===== src/rtl/key_input_port_if.sv =====
// CPU read bus of the key input port.
// The master issues one-cycle read strobes; the slave returns registered read data.
interface key_input_port_if;
  logic        rd_en;
  logic        rd_addr;
  logic [31:0] rd_data;

  modport master (output rd_en, output rd_addr, input  rd_data);
  modport slave  (input  rd_en, input  rd_addr, output rd_data);
endinterface


===== src/rtl/key_input_port.sv =====
// Debounced push-button / slide-switch input port with a two-register CPU read interface.
// Optional build macro KEY_INPUT_PORT_SW_DEBOUNCE_EN adds per-bit debouncing of the switches.
module key_input_port #(
  parameter int DEBOUNCE_CYCLES = 16
) (
  input  logic            clk,
  input  logic            rst,
  input  logic [1:0]      key_n,
  input  logic [9:0]      sw,
  key_input_port_if.slave bus,
  output logic            step_pulse,
  output logic            evt_pending
);
  localparam int CW = $clog2(DEBOUNCE_CYCLES);
  localparam logic [CW-1:0] CNT_MAX = CW'(DEBOUNCE_CYCLES - 1);

  typedef enum logic [1:0] {
    RELEASED     = 2'd0,
    PRESS_WAIT   = 2'd1,
    PRESSED      = 2'd2,
    RELEASE_WAIT = 2'd3
  } key_state_t;

  logic [1:0]  key_sync_p0;
  logic [1:0]  key_sync_p1;
  logic [9:0]  sw_sync_p0;
  logic [9:0]  sw_sync_p1;
  logic [1:0]  key_pressed;
  logic [1:0]  key_lvl;
  logic [1:0]  accept;
  logic [1:0]  evt;
  logic [7:0]  press_cnt;
  logic [9:0]  sw_filtered;
  logic        evt_clr;
  logic [31:0] rd_mux;

  // Stage p0/p1: two-flop synchronizers; keys idle released (high).
  always_ff @(posedge clk or posedge rst) begin
    if (rst) begin
      key_sync_p0 <= 2'b11;
      key_sync_p1 <= 2'b11;
      sw_sync_p0  <= '0;
      sw_sync_p1  <= '0;
    end else begin
      key_sync_p0 <= key_n;
      key_sync_p1 <= key_sync_p0;
      sw_sync_p0  <= sw;
      sw_sync_p1  <= sw_sync_p0;
    end
  end

  assign key_pressed = ~key_sync_p1;

  for (genvar g = 0; g < 2; g++) begin : g_key
    key_state_t    state_q;
    key_state_t    state_nxt;
    logic [CW-1:0] cnt_q;
    logic [CW-1:0] cnt_nxt;
    logic          lvl;
    logic          acc;

    always_ff @(posedge clk or posedge rst) begin
      if (rst) begin
        state_q <= RELEASED;
        cnt_q   <= '0;
      end else begin
        state_q <= state_nxt;
        cnt_q   <= cnt_nxt;
      end
    end

    always_comb begin
      state_nxt = state_q;
      cnt_nxt   = cnt_q;
      case (state_q)
        RELEASED: begin
          if (key_pressed[g]) begin
            state_nxt = PRESS_WAIT;
            cnt_nxt   = '0;
          end
        end
        PRESS_WAIT: begin
          if (!key_pressed[g]) begin
            state_nxt = RELEASED;
            cnt_nxt   = '0;
          end else if (cnt_q == CNT_MAX) begin
            state_nxt = PRESSED;
          end else begin
            cnt_nxt = cnt_q + CW'(1);
          end
        end
        PRESSED: begin
          if (!key_pressed[g]) begin
            state_nxt = RELEASE_WAIT;
            cnt_nxt   = '0;
          end
        end
        RELEASE_WAIT: begin
          if (key_pressed[g]) begin
            state_nxt = PRESSED;
            cnt_nxt   = '0;
          end else if (cnt_q == CNT_MAX) begin
            state_nxt = RELEASED;
          end else begin
            cnt_nxt = cnt_q + CW'(1);
          end
        end
        default: begin
          state_nxt = RELEASED;
          cnt_nxt   = '0;
        end
      endcase
    end

    // A press is accepted on the very edge that leaves PRESS_WAIT for PRESSED.
    always_comb begin
      lvl = (state_q == PRESSED) || (state_q == RELEASE_WAIT);
      acc = (state_q == PRESS_WAIT) && key_pressed[g] && (cnt_q == CNT_MAX);
    end

    assign key_lvl[g] = lvl;
    assign accept[g]  = acc;
  end

`ifdef KEY_INPUT_PORT_SW_DEBOUNCE_EN
  // Each switch bit flips only after DEBOUNCE_CYCLES consecutive differing samples.
  for (genvar b = 0; b < 10; b++) begin : g_sw
    logic [CW-1:0] sw_cnt;
    logic          sw_q;

    always_ff @(posedge clk or posedge rst) begin
      if (rst) begin
        sw_cnt <= '0;
        sw_q   <= 1'b0;
      end else if (sw_sync_p1[b] == sw_q) begin
        sw_cnt <= '0;
      end else if (sw_cnt == CNT_MAX) begin
        sw_q   <= sw_sync_p1[b];
        sw_cnt <= '0;
      end else begin
        sw_cnt <= sw_cnt + CW'(1);
      end
    end

    assign sw_filtered[b] = sw_q;
  end
`else
  assign sw_filtered = sw_sync_p1;
`endif

  assign evt_clr     = bus.rd_en & bus.rd_addr;
  assign evt_pending = evt[0] | evt[1];

  always_comb begin
    if (bus.rd_addr)
      rd_mux = {16'b0, press_cnt, 2'b0, key_lvl, 2'b0, evt};
    else
      rd_mux = {22'b0, sw_filtered};
  end

  // Stage p2: event flags, press counter, step pulse and read data.
  // A status read clears evt, but a press accepted on that same edge wins.
  always_ff @(posedge clk or posedge rst) begin
    if (rst) begin
      evt         <= '0;
      press_cnt   <= '0;
      step_pulse  <= 1'b0;
      bus.rd_data <= '0;
    end else begin
      evt        <= (evt & {2{~evt_clr}}) | accept;
      press_cnt  <= press_cnt + {7'b0, accept[0]};
      step_pulse <= accept[0];
      if (bus.rd_en)
        bus.rd_data <= rd_mux;
    end
  end
endmodule


===== src/flat_wrapper.sv =====
// flat-port wrapper written by rule: the top's interface ports become plain ports
module key_input_port_flat 
#(
  parameter int DEBOUNCE_CYCLES = 16
)
  (clk, rst, key_n, sw, step_pulse, evt_pending, bus_rd_en, bus_rd_addr, bus_rd_data);
  key_input_port_if bus_i ();
  input  logic clk;
  input  logic rst;
  input  logic [1:0] key_n;
  input  logic [9:0] sw;
  output logic step_pulse;
  output logic evt_pending;
  input wire logic [$bits(bus_i.rd_en)-1:0] bus_rd_en;
  input wire logic [$bits(bus_i.rd_addr)-1:0] bus_rd_addr;
  output wire logic [$bits(bus_i.rd_data)-1:0] bus_rd_data;
  assign bus_i.rd_en = bus_rd_en;
  assign bus_i.rd_addr = bus_rd_addr;
  assign bus_rd_data = bus_i.rd_data;
  key_input_port #(.DEBOUNCE_CYCLES(DEBOUNCE_CYCLES)) u_core (.clk(clk), .rst(rst), .key_n(key_n), .sw(sw), .bus(bus_i), .step_pulse(step_pulse), .evt_pending(evt_pending));
endmodule

===== config.mk =====
export PLATFORM = sky130hd
export DESIGN_NAME = key_input_port_flat
export DESIGN_NICKNAME = d
export VERILOG_FILES = /design/src/rtl/key_input_port_if.sv /design/src/rtl/key_input_port.sv /design/src/flat_wrapper.sv
export SDC_FILE = /design/constraint.sdc
export NUM_CORES = 1
export LEC_CHECK = 0
export CAP_MARGIN = 20
export CORE_UTILIZATION = 30
export CTS_CLUSTER_DIAMETER = 150
export DETAILED_ROUTE_END_ITERATION = 6
export PLACE_DENSITY_LB_ADDON = 0.25
export SYNTH_ARGS = -nofsm -noshare
export SYNTH_HDL_FRONTEND = slang
export SYNTH_SLANG_ARGS = --single-unit

===== constraint.sdc =====
create_clock -name clk -period 2.5 [get_ports clk]
set_input_delay 0.5 -clock clk [delete_from_list [all_inputs] [get_ports clk]]
set_output_delay 0.5 -clock clk [all_outputs]
set_load 0.05 [all_outputs]

==> results of run 1 <==
==> registers in the layout, summed over array words and instances (netlist names), named ones only <==
name and flops:
u_core.bus.rd_data 16, u_core.sw_filtered 10, u_core.sw_sync_p0 10, u_core.g_key.cnt_q 8, u_core.press_cnt 8, u_core.evt 2
u_core.g_key.state_q 2, u_core.key_sync_p0 2, u_core.key_sync_p1 2, u_core.step_pulse 1
==> final cells by class <==
cell class	instances	share of cell area, %
flip-flops and latches	63	51.7
multi-input cells	118	23.4
repair buffers	38	12.0
well taps	102	4.17
clock buffers	9	4.05
clock inverters	7	2.66
inverters	16	1.96
==> final timing paths <==
path | slack [ns] | to | start
worst max-delay path | 0.26 | evt_pending | u_core.evt[1]
worst min-delay path | 0.34 | u_core.sw_filtered[8] | u_core.sw_sync_p0[8]
worst max register to register | 0.43 | u_core.press_cnt[4] | u_core.g_key[0].cnt_q[0]
worst min register to register | 0.34 | u_core.sw_filtered[8] | u_core.sw_sync_p0[8]
max in group asynchronous | 1.46 | u_core.sw_sync_p0[8] | rst
min in group asynchronous | 0.47 | u_core.bus.rd_data[1] | rst
==> cell usage after synthesis <==
cell	count
nand2_1	16
xnor2_1	7
and2_2	1
mux2_2	2
ha_1	4
a21o_1	1
and3_1	2
conb_1	1
buf_2	1
o21ai_0	15
nand3_1	10
o31ai_1	2
a21oi_1	6
nor2b_1	1
nor3_1	1
inv_1	16
and2_1	2
o2111ai_1	4
nand4_1	2
nor2_1	6
buf_4	16
or2_2	1
xor2_1	2
dfstp_2	4
a31o_2	2
dfrtp_1	59
nand4b_1	1
o22ai_1	2
nand2b_1	2
nand3b_1	2
clkbuf_1	3
mux2i_1	8
==> per-stage QoR <==
stage / utilization [%] / cell area (sq um) / setup WS (ns) / hold WS [ns] / power, mW
6_report: 39.2 / 3060 / 0.261 / 0.345 / 2.20
5_1_grt: 39.2 / 3060 / 0.226 / 0.356 / 2.31
4_1_cts: 39.2 / 3060 / 0.244 / 0.349 / 2.24
3_5_place_dp: 36.5 / 2850 / 0.429 / 0.336 / 1.34
3_3_place_gp: 36.5 / 2850 / 0.540 / 0.332 / 1.34
2_1_floorplan: - / 2490 / 0.437 / 0.331 / 1.28
==> power breakdown <==
group / switching (mW) / internal [mW]
clock: 0.414 / 0.470
sequential: 0.0248 / 1.06
combinational: 0.159 / 0.0706
==> cells by family after synthesis <==
family / share of synthesized area (%)
mux: 4.21
flops: 64.9
other cells: 0.154
buf+inv: 8.06
simple gates: 9.50
compound gates: 7.91
xor+xnor: 3.23
fa+ha+maj: 2.05
==> per-layer routing <==
metal | global-route usage, % | up-vias | wire length, um | share of wire [%]
met2 | 15.7 | 42 | 1780 | 47
met1 | 12.5 | 707 | 1740 | 46
met5 | 0 | - | 0 | 0
li1 | - | 737 | - | -
met3 | 3.15 | 6 | 173 | 4.6
met4 | 6.64 | 0 | 92 | 2.4
==> out/metrics.csv, run 1 <==
stage;metric;value;unit
floorplan;core;0.00781;sq mm
final_layout;syn_to_final_growth;25.5;%
drt;first_pass_iters;4;
synthesis;synth_area_leader_cell;dfrtp_1;
grt;grt_pass1_vias;1405;
worst_setup_path;worstPathCellList;or2_2, clkdlybuf4s50_1;
worst_setup_path;reg2reg_depth;7;
clock_tree;cts.repair.resized;0;
timing;hold_viol_final;0;
timing;relSlewSlack;64.9;%
grt;overflow;0;
final_layout;finalNonFillerCells;353;
drt;wire_per_inst;10.7;um
worst_setup_path;cp_slowest_cell;clkdlybuf4s50_1;
drt;drt-total-wl;3.79;mm
synthesis;synth.avg_cell_area;12.1;sq um
timing;min_period;2.24;ns
final_layout;final_cell_mix;dfrtp_1, clkdlybuf4s50_1, nand2_1, conb_1;
timing;finalClockSkew;0.00522;ns
pwr;p_leak;1.36;nW
timing;slew_viol_final;0;
timing;period_share;89.5;%
floorplan;start_util;31.2;%
drt;first_iter_violations;28;
floorplan;die-height;92.1;um
worst_hold_path;worst_hold_path.num_cells;0;
worst_setup_path;cp.required;2.00;ns
worst_setup_path;path_max_fanout;3;
worst_hold_path;hold_path.class;reg2reg;
clock_tree;clock_latency;0.34;ns
synthesis;syn_inst;202;
clock_tree;post_cts_buffers;0;
place;gp_congestion;0.763;
timing;worst_pin_slew;0.525;ns
floorplan;rows;32;
timing;rsz0062_at_grt;false;
synthesis;synth_cell_types;32;
clock_tree;cts_max_level;3;
worst_setup_path;crit_type;reg2out;
final_layout;drive_gt1_share;12.7;%
final_layout;n_fill_cell;760;
worst_setup_path;path_buf_inv;1;
final_layout;multi_input_area;716;sq um
floorplan;die-area;0.00849;sq mm
floorplan;io_pins;50;
synthesis;synth_area;0.00244;sq mm
floorplan;die_x;92.1;um
worst_setup_path;worst_setup_path_end_kind;output port;
place;hpwl;2.72;mm
outcome;outcome;complete, no violations;
place;port_buffers;33;
timing;setup_violations;0;
worst_setup_path;slowest_delay;0.70;ns
drt;vias;1492;
run;drv_cap;0;
synthesis;yosysWarnings;0;
worst_setup_path;crit_cells;2;
clock_tree;path_clk_slew;0.07;ns
clock_tree;cts_buffer_depth;2;
worst_setup_path;startpoint_type;flop;
synthesis;yosysTopAreaCellShare;60.6;%
synthesis;ys_seq_area_share;64.9;%
grt;antenna_found_initial;0;
pwr;ir_drop;0.365;mV
place;dp.cells;337;
pwr;powerDensity;720;mW/mm^2
final_layout;regArea;0.00158;sq mm
synthesis;ys_ff_latch;63;
final_layout;final_nets;266;
grt;track_usage;10.3;%
grt;grt_pass1_wl;6.54;mm
timing;fmax;447;MHz
drt;vias_per_cell;4.23;
synthesis;synth.area.top_cells;dfrtp_1, buf_4, dfstp_2;
worst_setup_path;worstPathArrival;1.74;ns
clock_tree;cts_tree;done;
worst_setup_path;crit_family;buffers and inverters;
drt;drc;0;
clock_tree;root_buffer;clkbuf_8;
clock_tree;cts_hold_buffers;0;
clock_tree;cts_sinks;63;
final_layout;final_common_cell;dfrtp_1;
final_layout;diodes;0;
timing;finalSetupTns;0;ns
clock_tree;numCtsBuffers;9;
grt;grt_max_degree;21;
drt;antenna_left;0;
Power figures use the tool's default switching activity.
==> inputs of run 2 (changes only) <==
--- a/config.mk
+++ b/config.mk
@@ -10,6 +10,7 @@
 export CTS_CLUSTER_DIAMETER = 150
 export DETAILED_ROUTE_END_ITERATION = 6
 export PLACE_DENSITY_LB_ADDON = 0.25
+export SLEW_MARGIN = 20
 export SYNTH_ARGS = -nofsm -noshare
 export SYNTH_HDL_FRONTEND = slang
 export SYNTH_SLANG_ARGS = --single-unit
==> results of run 2 <==
No change in the layout: final DEF, timing and power equal those of run 1.
